==> src/rtl/dma_pkg.sv <==
// Shared definitions for the burst DMA engine.
//   - default widths and return-buffer depth
//   - direction encoding for cmd_dir
//   - FSM state type
package dma_pkg;

    localparam int DMA_ADDR_W     = 20;
    localparam int DMA_DATA_W     = 16;
    localparam int DMA_LEN_W      = 16;
    localparam int DMA_STRIDE_W   = 8;
    localparam int DMA_FIFO_DEPTH = 4;

    localparam logic DMA_RD = 1'b1;   // RAM -> rd stream
    localparam logic DMA_WR = 1'b0;   // wr stream -> RAM

    typedef enum logic [2:0] {
        IDLE,
        READ,
        DRAIN,
        WRITE,
        DONE
    } dma_state_t;

endpackage

==> src/rtl/dma_burst_engine_if.sv <==
// Bus bundle of the burst DMA engine: command channel, single-port RAM
// port, read stream, write stream and status.
//   master : the DMA engine (drives cmd_ready, RAM port, rd stream, status)
//   slave  : the environment (command source, RAM, stream partners)
interface dma_burst_engine_if import dma_pkg::*; #(
    parameter int ADDR_WIDTH   = DMA_ADDR_W,
    parameter int DATA_WIDTH   = DMA_DATA_W,
    parameter int LEN_WIDTH    = DMA_LEN_W,
    parameter int STRIDE_WIDTH = DMA_STRIDE_W
) ();

    logic                    cmd_valid;
    logic                    cmd_ready;
    logic                    cmd_dir;
    logic [ADDR_WIDTH-1:0]   cmd_addr;
    logic [LEN_WIDTH-1:0]    cmd_len;
    logic [STRIDE_WIDTH-1:0] cmd_stride;

    logic                    mem_en;
    logic                    mem_we;
    logic [ADDR_WIDTH-1:0]   mem_addr;
    logic [DATA_WIDTH-1:0]   mem_wdata;
    logic [DATA_WIDTH-1:0]   mem_rdata;

    logic                    rd_valid;
    logic                    rd_ready;
    logic [DATA_WIDTH-1:0]   rd_data;

    logic                    wr_valid;
    logic                    wr_ready;
    logic [DATA_WIDTH-1:0]   wr_data;

    logic                    busy;
    logic                    done;

    modport master (
        input  cmd_valid, cmd_dir, cmd_addr, cmd_len, cmd_stride,
        output cmd_ready,
        output mem_en, mem_we, mem_addr, mem_wdata,
        input  mem_rdata,
        output rd_valid, rd_data,
        input  rd_ready,
        input  wr_valid, wr_data,
        output wr_ready,
        output busy, done
    );

    modport slave (
        output cmd_valid, cmd_dir, cmd_addr, cmd_len, cmd_stride,
        input  cmd_ready,
        input  mem_en, mem_we, mem_addr, mem_wdata,
        output mem_rdata,
        input  rd_valid, rd_data,
        output rd_ready,
        output wr_valid, wr_data,
        input  wr_ready,
        input  busy, done
    );

endinterface

==> src/rtl/dma_return_fifo.sv <==
// Read-return buffer for the burst DMA engine.
// Synchronous FIFO with same-cycle push/pop (also when full) and an
// occupancy count used by the engine's read-credit check.
// Ports:
//   clk, rst_n        clock, async active-low reset (flushes contents)
//   push, push_data   write side
//   pop               consume head (ignored when empty)
//   head              current head word, 0 while empty
//   empty             no words stored
//   count             words stored, 0..FIFO_DEPTH
module dma_return_fifo #(
    parameter int DATA_WIDTH = 16,
    parameter int FIFO_DEPTH = 4
) (
    input  logic                          clk,
    input  logic                          rst_n,
    input  logic                          push,
    input  logic [DATA_WIDTH-1:0]         push_data,
    input  logic                          pop,
    output logic [DATA_WIDTH-1:0]         head,
    output logic                          empty,
    output logic [$clog2(FIFO_DEPTH):0]   count
);

    localparam int PW = $clog2(FIFO_DEPTH);

    logic [DATA_WIDTH-1:0] mem_q [FIFO_DEPTH];
    logic [PW-1:0]         wr_ptr_q;
    logic [PW-1:0]         rd_ptr_q;
    logic [PW:0]           count_q;
    logic                  full;
    logic                  do_push;
    logic                  do_pop;

    assign empty   = (count_q == '0);
    assign full    = (count_q == (PW+1)'(FIFO_DEPTH));
    assign do_pop  = pop && !empty;
    // a pop in the same cycle frees the slot a full FIFO needs
    assign do_push = push && (!full || do_pop);
    assign count   = count_q;
    assign head    = empty ? '0 : mem_q[rd_ptr_q];

    always_ff @(posedge clk or negedge rst_n) begin
        if (!rst_n) begin
            wr_ptr_q <= '0;
            rd_ptr_q <= '0;
            count_q  <= '0;
        end else begin
            if (do_push) wr_ptr_q <= wr_ptr_q + 1'b1;
            if (do_pop)  rd_ptr_q <= rd_ptr_q + 1'b1;
            case ({do_push, do_pop})
                2'b10:   count_q <= count_q + 1'b1;
                2'b01:   count_q <= count_q - 1'b1;
                default: count_q <= count_q;
            endcase
        end
    end

    always_ff @(posedge clk) begin
        if (do_push) mem_q[wr_ptr_q] <= push_data;
    end

endmodule

==> src/rtl/dma_burst_engine.sv <==
// Burst DMA between a single-port synchronous RAM and ready/valid streams.
// One command at a time: start address, word count, stride, direction.
// Ports:
//   clk, rst_n   clock, async active-low reset
//   bus          dma_burst_engine_if.master: command channel, RAM port,
//                read stream (RAM -> rd), write stream (wr -> RAM), busy/done
//
// state | meaning
// IDLE  | cmd_ready=1, waiting for a command
// READ  | issuing RAM reads, limited by return-buffer credit
// DRAIN | all reads issued, waiting for the last word to leave the buffer
// WRITE | accepting wr words; one extra cycle after the last while it lands
// DONE  | done pulse, back to IDLE
module dma_burst_engine import dma_pkg::*; #(
    parameter int ADDR_WIDTH   = DMA_ADDR_W,
    parameter int DATA_WIDTH   = DMA_DATA_W,
    parameter int LEN_WIDTH    = DMA_LEN_W,
    parameter int STRIDE_WIDTH = DMA_STRIDE_W,
    parameter int FIFO_DEPTH   = DMA_FIFO_DEPTH
) (
    input  logic                 clk,
    input  logic                 rst_n,
    dma_burst_engine_if.master   bus
);

    localparam int CNT_W = $clog2(FIFO_DEPTH) + 1;

    dma_state_t              state_q, state_d;
    logic [ADDR_WIDTH-1:0]   addr_q;
    logic [LEN_WIDTH-1:0]    rem_q;
    logic [STRIDE_WIDTH-1:0] stride_q;
    logic                    inflight_q;
    logic                    wr_en_q;
    logic [ADDR_WIDTH-1:0]   wr_addr_q;
    logic [DATA_WIDTH-1:0]   wr_data_q;

    logic [CNT_W-1:0]        fifo_count;
    logic                    fifo_empty;
    logic [DATA_WIDTH-1:0]   fifo_head;

    logic                    cmd_fire;
    logic                    credit_ok;
    logic                    rd_issue;
    logic                    rd_pop;
    logic                    wr_fire;
    logic                    drain_done;
    logic [ADDR_WIDTH-1:0]   addr_inc;

    assign addr_inc  = addr_q + ADDR_WIDTH'(stride_q);   // wraps modulo 2^ADDR_WIDTH

    // Reads already in the RAM pipeline hold a buffer slot; a pop in this
    // cycle is deliberately not credited until the next one.
    assign credit_ok = (int'(fifo_count) + int'(inflight_q)) < FIFO_DEPTH;

    assign cmd_fire  = bus.cmd_valid && bus.cmd_ready;
    assign rd_issue  = (state_q == READ) && (rem_q != '0) && credit_ok;
    assign rd_pop    = !fifo_empty && bus.rd_ready;
    assign wr_fire   = (state_q == WRITE) && (rem_q != '0) && bus.wr_valid;

    // last word leaves the buffer this cycle and nothing is still in flight
    assign drain_done = !inflight_q &&
                        (fifo_empty || ((fifo_count == CNT_W'(1)) && rd_pop));

    dma_return_fifo #(
        .DATA_WIDTH (DATA_WIDTH),
        .FIFO_DEPTH (FIFO_DEPTH)
    ) u_fifo (
        .clk       (clk),
        .rst_n     (rst_n),
        .push      (inflight_q),
        .push_data (bus.mem_rdata),
        .pop       (rd_pop),
        .head      (fifo_head),
        .empty     (fifo_empty),
        .count     (fifo_count)
    );

    always_ff @(posedge clk or negedge rst_n) begin
        if (!rst_n) state_q <= IDLE;
        else        state_q <= state_d;
    end

    always_comb begin
        state_d = state_q;
        case (state_q)
            IDLE: begin
                if (cmd_fire) begin
                    if (bus.cmd_len == '0)          state_d = DONE;
                    else if (bus.cmd_dir == DMA_RD) state_d = READ;
                    else                            state_d = WRITE;
                end
            end
            READ:  if (rd_issue && (rem_q == LEN_WIDTH'(1))) state_d = DRAIN;
            DRAIN: if (drain_done)                           state_d = DONE;
            // rem_q hits zero on the last handshake; leave once that word is written
            WRITE: if (rem_q == '0)                          state_d = DONE;
            DONE:  state_d = IDLE;
            default: state_d = IDLE;
        endcase
    end

    // Direction is carried by the READ/WRITE state, so it needs no register.
    always_ff @(posedge clk or negedge rst_n) begin
        if (!rst_n) begin
            addr_q     <= '0;
            rem_q      <= '0;
            stride_q   <= '0;
            inflight_q <= 1'b0;
            wr_en_q    <= 1'b0;
            wr_addr_q  <= '0;
            wr_data_q  <= '0;
        end else begin
            inflight_q <= rd_issue;
            wr_en_q    <= wr_fire;
            if (cmd_fire) begin
                addr_q   <= bus.cmd_addr;
                rem_q    <= bus.cmd_len;
                stride_q <= bus.cmd_stride;
            end else if (rd_issue || wr_fire) begin
                addr_q <= addr_inc;
                rem_q  <= rem_q - 1'b1;
            end
            if (wr_fire) begin
                wr_addr_q <= addr_q;
                wr_data_q <= bus.wr_data;
            end
        end
    end

    // cmd_ready is held low while rst_n is asserted
    assign bus.cmd_ready = rst_n && (state_q == IDLE);
    assign bus.busy      = (state_q != IDLE);
    assign bus.done      = (state_q == DONE);
    assign bus.wr_ready  = (state_q == WRITE) && (rem_q != '0);
    assign bus.mem_en    = rd_issue || wr_en_q;
    assign bus.mem_we    = wr_en_q;
    assign bus.mem_addr  = rd_issue ? addr_q : wr_addr_q;
    assign bus.mem_wdata = wr_data_q;
    assign bus.rd_valid  = !fifo_empty;
    assign bus.rd_data   = fifo_head;

endmodule

==> src/flat_wrapper.sv <==
// flat-port wrapper written by rule: the top's interface ports become plain ports
module dma_burst_engine_flat import dma_pkg::*;
#(
    parameter int ADDR_WIDTH   = DMA_ADDR_W,
    parameter int DATA_WIDTH   = DMA_DATA_W,
    parameter int LEN_WIDTH    = DMA_LEN_W,
    parameter int STRIDE_WIDTH = DMA_STRIDE_W,
    parameter int FIFO_DEPTH   = DMA_FIFO_DEPTH
)
  (clk, rst_n, bus_cmd_valid, bus_cmd_dir, bus_cmd_addr, bus_cmd_len, bus_cmd_stride, bus_cmd_ready, bus_mem_en, bus_mem_we, bus_mem_addr, bus_mem_wdata, bus_mem_rdata, bus_rd_valid, bus_rd_data, bus_rd_ready, bus_wr_valid, bus_wr_data, bus_wr_ready, bus_busy, bus_done);
  dma_burst_engine_if #(.ADDR_WIDTH(ADDR_WIDTH), .DATA_WIDTH(DATA_WIDTH), .LEN_WIDTH(LEN_WIDTH), .STRIDE_WIDTH(STRIDE_WIDTH)) bus_i ();
  input  logic clk;
  input  logic rst_n;
  input wire logic [$bits(bus_i.cmd_valid)-1:0] bus_cmd_valid;
  input wire logic [$bits(bus_i.cmd_dir)-1:0] bus_cmd_dir;
  input wire logic [$bits(bus_i.cmd_addr)-1:0] bus_cmd_addr;
  input wire logic [$bits(bus_i.cmd_len)-1:0] bus_cmd_len;
  input wire logic [$bits(bus_i.cmd_stride)-1:0] bus_cmd_stride;
  output wire logic [$bits(bus_i.cmd_ready)-1:0] bus_cmd_ready;
  output wire logic [$bits(bus_i.mem_en)-1:0] bus_mem_en;
  output wire logic [$bits(bus_i.mem_we)-1:0] bus_mem_we;
  output wire logic [$bits(bus_i.mem_addr)-1:0] bus_mem_addr;
  output wire logic [$bits(bus_i.mem_wdata)-1:0] bus_mem_wdata;
  input wire logic [$bits(bus_i.mem_rdata)-1:0] bus_mem_rdata;
  output wire logic [$bits(bus_i.rd_valid)-1:0] bus_rd_valid;
  output wire logic [$bits(bus_i.rd_data)-1:0] bus_rd_data;
  input wire logic [$bits(bus_i.rd_ready)-1:0] bus_rd_ready;
  input wire logic [$bits(bus_i.wr_valid)-1:0] bus_wr_valid;
  input wire logic [$bits(bus_i.wr_data)-1:0] bus_wr_data;
  output wire logic [$bits(bus_i.wr_ready)-1:0] bus_wr_ready;
  output wire logic [$bits(bus_i.busy)-1:0] bus_busy;
  output wire logic [$bits(bus_i.done)-1:0] bus_done;
  assign bus_i.cmd_valid = bus_cmd_valid;
  assign bus_i.cmd_dir = bus_cmd_dir;
  assign bus_i.cmd_addr = bus_cmd_addr;
  assign bus_i.cmd_len = bus_cmd_len;
  assign bus_i.cmd_stride = bus_cmd_stride;
  assign bus_cmd_ready = bus_i.cmd_ready;
  assign bus_mem_en = bus_i.mem_en;
  assign bus_mem_we = bus_i.mem_we;
  assign bus_mem_addr = bus_i.mem_addr;
  assign bus_mem_wdata = bus_i.mem_wdata;
  assign bus_i.mem_rdata = bus_mem_rdata;
  assign bus_rd_valid = bus_i.rd_valid;
  assign bus_rd_data = bus_i.rd_data;
  assign bus_i.rd_ready = bus_rd_ready;
  assign bus_i.wr_valid = bus_wr_valid;
  assign bus_i.wr_data = bus_wr_data;
  assign bus_wr_ready = bus_i.wr_ready;
  assign bus_busy = bus_i.busy;
  assign bus_done = bus_i.done;
  dma_burst_engine #(.ADDR_WIDTH(ADDR_WIDTH), .DATA_WIDTH(DATA_WIDTH), .LEN_WIDTH(LEN_WIDTH), .STRIDE_WIDTH(STRIDE_WIDTH), .FIFO_DEPTH(FIFO_DEPTH)) u_core (.clk(clk), .rst_n(rst_n), .bus(bus_i));
endmodule
==> config.mk <==
export PLATFORM = sky130hd
export DESIGN_NAME = dma_burst_engine_flat
export DESIGN_NICKNAME = d
export VERILOG_FILES = /design/src/rtl/dma_pkg.sv /design/src/rtl/dma_burst_engine_if.sv /design/src/rtl/dma_return_fifo.sv /design/src/rtl/dma_burst_engine.sv /design/src/flat_wrapper.sv
export SDC_FILE = /design/constraint.sdc
export NUM_CORES = 1
export LEC_CHECK = 0
export CAP_MARGIN = 10
export CORE_MARGIN = 3
export CORE_UTILIZATION = 50
export DETAILED_ROUTE_END_ITERATION = 16
export GPL_TIMING_DRIVEN = 0
export HOLD_SLACK_MARGIN = 0.08
export PLACE_DENSITY_LB_ADDON = 0.05
export SLEW_MARGIN = 20
export SYNTH_ARGS = -nofsm -noshare
export SYNTH_HDL_FRONTEND = slang
export SYNTH_HIERARCHICAL = 1
export SYNTH_SLANG_ARGS = --single-unit
==> constraint.sdc <==
create_clock -name clk -period 5.4 [get_ports clk]
set_input_delay 0.54 -clock clk [delete_from_list [all_inputs] [get_ports clk]]
set_output_delay 0.54 -clock clk [all_outputs]
set_load 0.02 [all_outputs]
After elaboration in Yosys (flattened, before gate mapping)
Memory sizes are Yosys's and may differ from the RTL's.
Index checks and enable logic that the tools add are counted.
W data, S select, Z words.
{"block": "op_classes", "mul": 0, "n_div": 0, "n_mux": 16, "n_addsub": 7, "n_bitwise": 0, "magnitude_cmp": 1, "eq_ne": 13, "reduce_logical": 28, "shifts": 0}
{"operator": "$mux W20", "n": 3}
{"operator": "$mux W16", "n": 3}
{"operator": "$logic_not A16 Y1", "n": 2}
{"operator": "$lt A32 B4 Y1 const B", "n": 1}
{"operator": "$add A20 B8 Y20", "n": 1}
{"operator": "$eq A16 B1 Y1 const B", "n": 1}
{"operator": "$reduce_bool A16 Y1", "n": 1}
{"operator": "$sub A16 B1 Y16 const B", "n": 1}
{"operator": "$mux W3", "n": 5}
{"operator": "$logic_and A1 B1 Y1", "n": 12}
{"operator": "$pmux W3 S4", "n": 1}
{"operator": "$eq A3 B1 Y1 const B", "n": 2}
{"operator": "$eq A3 B2 Y1 const B", "n": 2}
{"operator": "$eq A3 B3 Y1 const B", "n": 2}
{"operator": "$logic_not A3 Y1", "n": 2}
{"operator": "$pmux W3 S2", "n": 1}
{"operator": "$add A2 B1 Y2 const B", "n": 2}
{"operator": "$add A3 B1 Y4", "n": 1}
{"operator": "$logic_or A1 B1 Y1", "n": 4}
{"operator": "$ne A2 B1 Y1 const B", "n": 2}
{"operator": "$ne A2 B2 Y1 const B", "n": 2}
{"operator": "$reduce_and A4 Y1", "n": 1}
{"operator": "$reduce_bool A2 Y1", "n": 2}
{"operator": "$add A3 B1 Y3 const B", "n": 1}
{"operator": "7 further kinds", "n": 10}
{"block": "totals", "elab_cells": 77, "ramBits": 64, "register_bits": 92, "mem_bits_ro": 0, "inputBits": 82, "out_inout_bits": 59, "memories": 1, "latchBits": 0}
{"name": "u_core.u_fifo.mem_q", "words": 4, "width": 16, "rd": 1, "rd_ports_with_merged_regs": 0, "wr": 1, "line": "dma_return_fifo.sv:27", "source": "logic [DATA_WIDTH-1:0] mem_q [FIFO_DEPTH];"}

Logic depth before layout (Yosys ltp)
Gate-level depths: netlist (run 1).
{"block": "logic_depth", "word_depth": 8, "ltp_mapped": 11, "ltp_nobuf": 9}

By module
The synthesis (run 1) kept the hierarchy.
{"module": "dma_burst_engine", "cells_each": 445, "seq_area_each_um2": 2127.0, "area_each_um2": 4551.9, "n_inst": 1}
{"module": "dma_return_fifo", "cells_each": 153, "seq_area_each_um2": 2097.0, "area_each_um2": 2926.6, "n_inst": 1}

Worst setup path before layout (run 1)
Ideal clock, no wire load.
{"block": "synth_path", "kind": "flip-flop to output port", "from": "register u_core.rem_q[0]", "to": "output port bus_mem_addr[14]", "path_slack_ps": 2456, "arrival_time_ps": 2404, "n_path_buf": 1, "stages_incl_launch_ff": 9, "required_ps": 4860, "path_cell_list": "dfrtp_1 -> inv_1 -> ha_1 -> or4b_4 -> nor4_4 -> nand2_1 -> nand4_1 -> buf_2 -> mux2_2"}
{"block": "synth_between", "elab_chain_len": 4}
{"element": "from (decl)", "line": "dma_burst_engine.sv:30", "source": "logic [LEN_WIDTH-1:0] rem_q;"}
{"element": "from (signal assigned)", "line": "dma_burst_engine.sv:117", "source": "rem_q <= bus.cmd_len;"}
{"element": "from (signal assigned)", "line": "dma_burst_engine.sv:121", "source": "rem_q <= rem_q - 1'b1;"}
{"element": "$reduce_bool A16 Y1", "line": "dma_burst_engine.sv:56", "source": "assign rd_issue = (state_q == READ) && (rem_q != '0) && credit_ok;"}
{"element": "$logic_and A1 B1 Y1 (2 in a row)", "line": "dma_burst_engine.sv:56"}
{"element": "$mux W20", "line": "dma_burst_engine.sv:137", "source": "assign bus.mem_addr = rd_issue ? addr_q : wr_addr_q;"}
{"element": "to (decl)", "line": "flat_wrapper.sv:22", "source": "output wire logic [$bits(bus_i.mem_addr)-1:0] bus_mem_addr;"}
No other way between the ends.

Worst setup path in the final report (run 1)
Ends and elaborated chain as after synthesis.

==> impl_metrics.json, run 1 <==
{
  "async_reset_ff_share_pct": 59.0,
  "critPathLaunchType": "flip-flop",
  "power.total_mw": 5.93,
  "clock_latency_ns": 0.42,
  "crit_arrival_ns": 3.91,
  "rr_startpoint": "u_core/u_fifo/count[1]",
  "grt_antenna_before_repair": 0,
  "violations": "DRC",
  "cts_inserted_buffers": 17,
  "postSynthAreaPerCell_sq_um": 12.5,
  "grt_pass1_vias": 5469,
  "clk_pin_slew_ns": 0.06,
  "yosysSeqAreaShare_pct": 56.5,
  "max_freq_mhz": 225,
  "grt_use_met3_pct": 5.21,
  "ir_drop_uv": 301,
  "cp-end-kind": "output port",
  "power.density_mw_per_mm2": 610,
  "hold_class": "reg -> reg",
  "utilization_pct": 66.6,
  "antennaDiodeCount": 0,
  "synth_area_leaders": "dfrtp_1 (31%), edfxtp_1 (26%), mux2_2 (8.0%)",
  "dominantRegCellSynth": "dfrtp_1",
  "rows": 44,
  "path_class": "reg -> out",
  "drcViolationCount": 1,
  "track_usage_pct": 22.4,
  "dp_hpwl_mm": 12.9,
  "cts_tree": "yes",
  "fin_crit_ns": 4.45,
  "post_cts_buffers": 0,
  "crit_buf_inv": 3,
  "drtPass1Iterations": 14,
  "root_buffer": "clkbuf_16",
  "report.final.setup_viol": 0,
  "drv_cap": 0,
  "relSlewSlack_pct": 31.7,
  "vias_per_cell": 5.70,
  "max-clock-path-buffers": 2,
  "final_antenna_net_count": 0,
  "drtIter0Drc": 395,
  "io_pins": 141,
  "worstPathRequired_ns": 4.86,
  "post-route-period-util_pct": 82.4,
  "fin_skew_ns": 0.00855,
  "synth_top_area_share_pct": 30.8,
  "synth_edf_count": 64,
  "whs_path_depth": 2,
  "outcome": "complete, but fails checks",
  "syn_to_final_growth_pct": 29.8,
  "grt_first_pass_wirelength_mm": 28.4,
  "synth_cell_types": 69,
  "fillers": 1110,
  "drv_slew": 0,
  "syn-cell-area_sq_mm": 0.00748,
  "mostFrequentLayoutCells": "clkdlybuf4s50_1 (139), dfrtp_1 (92), edfxtp_1 (64), nand2_1 (60), mux2_2 (53)",
  "tightest_slew_ns": 1.02,
  "yosysTopAreaCell": "dfrtp_1",
  "rsz0062_at_grt": "no",
  "hold_ws_ns": 0.487,
  "worstPathMaxFanout": 10,
  "wl_mm": 18.2,
  "r2r_cells": 11,
  "cpLargestDelayFamily": "simple AND/OR/NAND/NOR gates",
  "grt_start_max_net_pins": 49,
  "startpoint": "u_core/rem_q[0]",
  "wl_per_cell_microns": 19.0,
  "globalRouteMet2Util_pct": 38.8,
  "final_common_cell": "clkdlybuf4s50_1",
  "htree_levels": 4,
  "r2r_end": "u_core/u_fifo/count[2]",
  "vias": 5450,
  "fp.dieH_microns": 128,
  "use_met1_pct": 28.0,
  "slowest_stage": "clkdlybuf4s50_1",
  "crit_chain": "inv_1 > ha_1 > or4b_4 > nor4_4 > nand2_1 > nand4_1 > buf_2 > mux2_2 > clkdlybuf4s50_1",
  "drive_gt1_share_pct": 16.2,
  "dieArea_sq_mm": 0.0165,
  "gp_congestion": 0.858,
  "syn_inst": 598,
  "overflow": 0,
  "dieWidth_microns": 128,
  "r2r_slack_ns": 2.02,
  "syn-num-nets": 696,
  "critical_path.max_stage_delay_ns": 0.57,
  "hold_violations": 0,
  "min_to": "u_core/stride_q[4]",
  "port_buffers": 140,
  "synth-seq-cells": 156,
  "p_leak_nw": 3.81,
  "synth-warning-count": 6,
  "final_nets": 857,
  "ctsResizeCount": 0,
  "fp.coreArea_sq_mm": 0.0146,
  "start_util_pct": 51.3,
  "cts.sinks": 156,
  "grt_busiest_layer": "met2",
  "min_from": "u_core/stride_q[4]"
}
[area by class of cell]
| type | count | area (sq um) | share of cell area, % |
|---|---|---|---|
| Buffer | 29 | 166 | 1.71 |
| Clock buffer | 26 | 500 | 5.15 |
| Clock inverter | 6 | 61.3 | 0.631 |
| Inverter | 18 | 67.6 | 0.696 |
| Multi-Input combinational cell | 395 | 3020 | 31.1 |
| Sequential cell | 156 | 4220 | 43.5 |
| Tap cell | 184 | 230 | 2.37 |
| Timing Repair Buffer | 142 | 1440 | 14.8 |
[synth_stat cells, types with 3 or more instances]
cell type	instances
dfrtp_1	92
edfxtp_1	64
nand2_1	60
mux2_2	53
nor2_1	39
o21ai_0	23
a21oi_1	21
and2_1	21
inv_1	17
mux4_2	16
ha_1	14
clkbuf_1	13
xnor2_1	13
nor4_1	11
nand3_1	9
o211ai_1	8
buf_2	7
nor3_1	7
o22ai_1	6
a211o_1	5
and3_1	5
buf_6	5
nand2b_1	5
a211oi_1	4
a21o_1	4
a22oi_1	4
a31oi_1	4
nand4_1	4
nor2b_1	4
nor3b_1	4
xor2_1	4
a221o_1	3
buf_4	3
[worst register-to-register path, stage by stage, from the launching register on]
cell and delay (ns):
dfrtp_1 0.50, or3_1 0.20, clkbuf_1 0.39, inv_1 0.14, nor2b_1 0.19, clkbuf_1 0.39
nor2b_1 0.24, nand2_1 0.10, fa_1 0.46, or4b_1 0.48, o31ai_1 0.07, o21bai_1 0.14
[cells by family (layout without fill, tap and decap cells)]
| kind of cell | Yosys count | count (layout) | share of synthesized area [%] |
|---|---|---|---|
| DFF | 156 | 156 | 56.5 |
| buffers and inverters | 47 | 221 | 3.13 |
| xor gates and xnor gates | 17 | 17 | 1.99 |
| AOI/OAI and AO/OA | 100 | 100 | 8.83 |
| adders and majority gates | 16 | 16 | 2.88 |
| and+or+nand+nor | 190 | 190 | 13.4 |
| muxes | 72 | 72 | 13.3 |
[power breakdown]
group          internal (mW)  switching (mW)  total [mW]
clock                  0.685           0.442        1.13
combinational           1.39            1.50        2.88
sequential              1.62           0.294        1.92
[sequential cells by signal (all words and copies together) (netlist names)]
register	count
u_core/bus.mem_we	1
u_core/bus.mem_wdata	16
u_core/inflight_q	1
u_core/wr_addr_q	20
u_core/u_fifo/mem_q	64
u_core/u_fifo/wr_ptr_q	2
u_core/u_fifo/rd_ptr_q	2
u_core/rem_q	16
u_core/u_fifo/count	3
u_core/stride_q	8
u_core/addr_q	20
u_core/state_q	3
[how the worst max path moves through the flow]
stage | to | slack (ns) | cells after the start
floorplan | bus_mem_addr[14] | 2.46 | 8
global placement | u_core/addr_q[14] | -0.87 | 7
detailed placement | bus_mem_addr[14] | 1.37 | 9
CTS | bus_mem_addr[14] | 0.90 | 9
global route | bus_mem_addr[14] | 0.70 | 9
finish | bus_mem_addr[14] | 0.95 | 9
[per-layer routing]
| layer | share of wire [%] | up-vias |
|---|---|---|
| li1 | - | 2533 |
| met1 | 42 | 2706 |
| met2 | 52 | 185 |
| met3 | 5.2 | 26 |
| met4 | 1.5 | 0 |
| met5 | 0 | - |
[repair_timing]
item,CTS,global route
hold buffers,1,0
endpoints found under the setup margin,0,0
endpoints found under the hold margin,44,0
[stage by stage]
stage                     worst slack (ns)  TNS, ns  cells  cell area [sq um]
after CTS                            0.904        0    956               9710
after floorplan                       2.46        0    598               7480
after global placement              -0.868   -22.93    922               9110
final                                0.948        0    956               9710
after global routing                 0.705        0    956               9710
after detailed placement              1.37        0    923               9140
(Power assumes the default switching activity.)
==> inputs of run 2 (changes only) <==
- clock period: 5.4 -> 4.55 ns (I/O delays scaled with it)
==> run 2 against run 1 <==
The run now ends clean; core utilization increased by 0.10 points; combinational power rose by 19%; sequential share of layout area shrank 0.067 points; worst hold slack about the same; die area stayed put; clock-buffer cell count unchanged; routed wire length about the same; critical path depth stayed put; total power grew 19%; via count increased by 0.48%; first-iteration DRC count fell by 2.3%; non-clock buffer count increased by 2; largest power group unchanged.
==> impl_metrics.json, run 2 (synthesis results as in run 1) <==
{
  "drive_gt1_share_pct": 16.4,
  "tightest_slew_ns": 1.02,
  "largest-register": "u_core/u_fifo/mem_q",
  "max-clock-path-buffers": 2,
  "worstPathMaxFanout": 10,
  "final_nets": 859,
  "path_class": "reg -> out",
  "port_buffers": 140,
  "slowest_stage": "clkdlybuf4s50_1",
  "gp_congestion": 0.858,
  "fin_skew_ns": 0.00861,
  "crit_cells": 9,
  "clock_latency_ns": 0.42,
  "grt_first_pass_wirelength_mm": 28.4,
  "clk_pin_slew_ns": 0.06,
  "cp-end-kind": "output port",
  "dp_hpwl_mm": 12.9,
  "reg.largest.list": "u_core/u_fifo/mem_q x64, u_core/addr_q x20, u_core/wr_addr_q x20",
  "root_buffer": "clkbuf_16",
  "hold_ws_ns": 0.487,
  "use_met1_pct": 28.0,
  "power.density_mw_per_mm2": 724,
  "fp.dieH_microns": 128,
  "wl_mm": 18.2,
  "track_usage_pct": 22.4,
  "max_freq_mhz": 240,
  "globalRouteMet2Util_pct": 38.8,
  "p_int_mw": 4.39,
  "syn_to_final_growth_pct": 30.0,
  "p_leak_nw": 3.82,
  "final_common_cell": "clkdlybuf4s50_1",
  "drtPass1Iterations": 6,
  "grt_busiest_layer": "met2",
  "placed_cells": 923,
  "largest_reg_flops": 64,
  "relSlewSlack_pct": 31.5,
  "crit_chain": "inv_1 > ha_1 > or4b_4 > nor4_4 > nand2_1 > nand4_1 > buf_2 > mux2_2 > clkdlybuf4s50_1",
  "cpLargestDelayFamily": "simple AND/OR/NAND/NOR gates",
  "worstPathRequired_ns": 4.09,
  "overflow": 0,
  "layoutNonFillerInstCount": 958,
  "drv_cap": 0,
  "cts_tree": "yes",
  "whs_path_depth": 2,
  "dieWidth_microns": 128,
  "antennaDiodeCount": 0,
  "p_seq_share_pct": 32.3,
  "drtIter0Drc": 386,
  "r2r_cells": 11,
  "vias": 5476,
  "mostFrequentLayoutCells": "clkdlybuf4s50_1 (139), dfrtp_1 (92), edfxtp_1 (64), nand2_1 (60), mux2_2 (53)",
  "comb_power_share_pct": 48.7,
  "htree_levels": 4,
  "report.final.setup_viol": 0,
  "grt_antenna_before_repair": 0,
  "p_clk_share_pct": 19.0,
  "crit_buf_inv": 3,
  "final_antenna_net_count": 0,
  "fin_crit_ns": 4.17,
  "cts_inserted_buffers": 17,
  "p_sw_mw": 2.65,
  "outcome": "complete, no violations",
  "cts.sinks": 156,
  "dieArea_sq_mm": 0.0165,
  "swShare_pct": 37.6,
  "start_util_pct": 51.3,
  "fp.coreArea_sq_mm": 0.0146,
  "grt_start_max_net_pins": 49,
  "wl_per_cell_microns": 19.0,
  "rows": 44,
  "ir_drop_uv": 357,
  "post-route-period-util_pct": 91.6,
  "drv_slew": 0,
  "grt_pass1_vias": 5469,
  "drcViolationCount": 0,
  "critPathLaunchType": "flip-flop",
  "ctsResizeCount": 0,
  "io_pins": 141,
  "vias_per_cell": 5.72,
  "hold_violations": 0,
  "grt_use_met3_pct": 5.21,
  "hold_class": "reg -> reg",
  "rsz0062_at_grt": "no",
  "crit_arrival_ns": 3.71,
  "critical_path.max_stage_delay_ns": 0.57
}
-- run 2: cell types whose count changed in the layout (fill, tap and decap cells not counted) --
cell and change:
buf_4 +2
-- run 2: worst register-to-register path, stage by stage (launching register included) --
cell	delay, ns
dfrtp_1	0.50
or3_1	0.20
clkbuf_1	0.40
inv_1	0.15
nor2b_1	0.18
clkbuf_1	0.39
nor2b_1	0.24
nand2_1	0.10
fa_1	0.46
or4b_1	0.49
o31ai_1	0.07
o21bai_1	0.13
-- run 2: metal layers --
metal / vias up / share of wire (%)
met5: - / 0
met4: 0 / 1.5
met3: 30 / 5.4
met2: 198 / 52
met1: 2712 / 41
li1: 2536 / -
-- run 2: layout make-up --
class / count / area [sq um]
plain buffers: 29 / 166
multi-input cells: 395 / 3020
clock buffers: 26 / 500
clock inverters: 6 / 61.3
well taps: 184 / 230
repair buffers: 144 / 1460
flip-flops and latches: 156 / 4220
inverters: 18 / 67.6
fillers: 1108 / 4860
-- run 2: what timing repair did --
item / CTS / global route
buffers inserted: 0 / 2
setup endpoints to repair: 0 / 4
endpoints found under the hold margin: 44 / 0
hold buffers: 1 / 0
-- run 2: path summary, 6_finish.rpt --
path,from,endpoint,slack [ns]
max in group asynchronous,rst_n,u_core/addr_q[9],3.38
max reg2reg,u_core/u_fifo/count[1],u_core/u_fifo/count[2],1.17
max,u_core/rem_q[0],bus_mem_addr[14],0.38
min reg2reg,u_core/stride_q[4],u_core/stride_q[4],0.49
min in group asynchronous,rst_n,u_core/bus.mem_wdata[1],0.55
min,u_core/stride_q[4],u_core/stride_q[4],0.49
-- run 2: power groups by stage --
stage / clock, mW / combinational (mW) / sequential, mW
floorplan: 0 / 2.14 / 2.29
global placement: 0 / 3.34 / 2.26
detailed placement: 0 / 3.42 / 2.29
CTS: 1.37 / 3.44 / 2.27
global route: 1.43 / 3.70 / 2.33
finish: 1.34 / 3.43 / 2.27
-- run 2: stage by stage --
stage	TNS, ns	setup slack [ns]	area [sq um]	util [%]	total power [mW]
floorplan	0	1.69	7480	-	4.43
global placement	-116.04	-1.63	9110	62.4	5.59
detailed placement	0	0.607	9140	62.6	5.71
CTS	0	0.139	9710	66.6	7.08
global route	0	0.168	9730	66.7	7.45
finish	0	0.384	9730	66.7	7.04
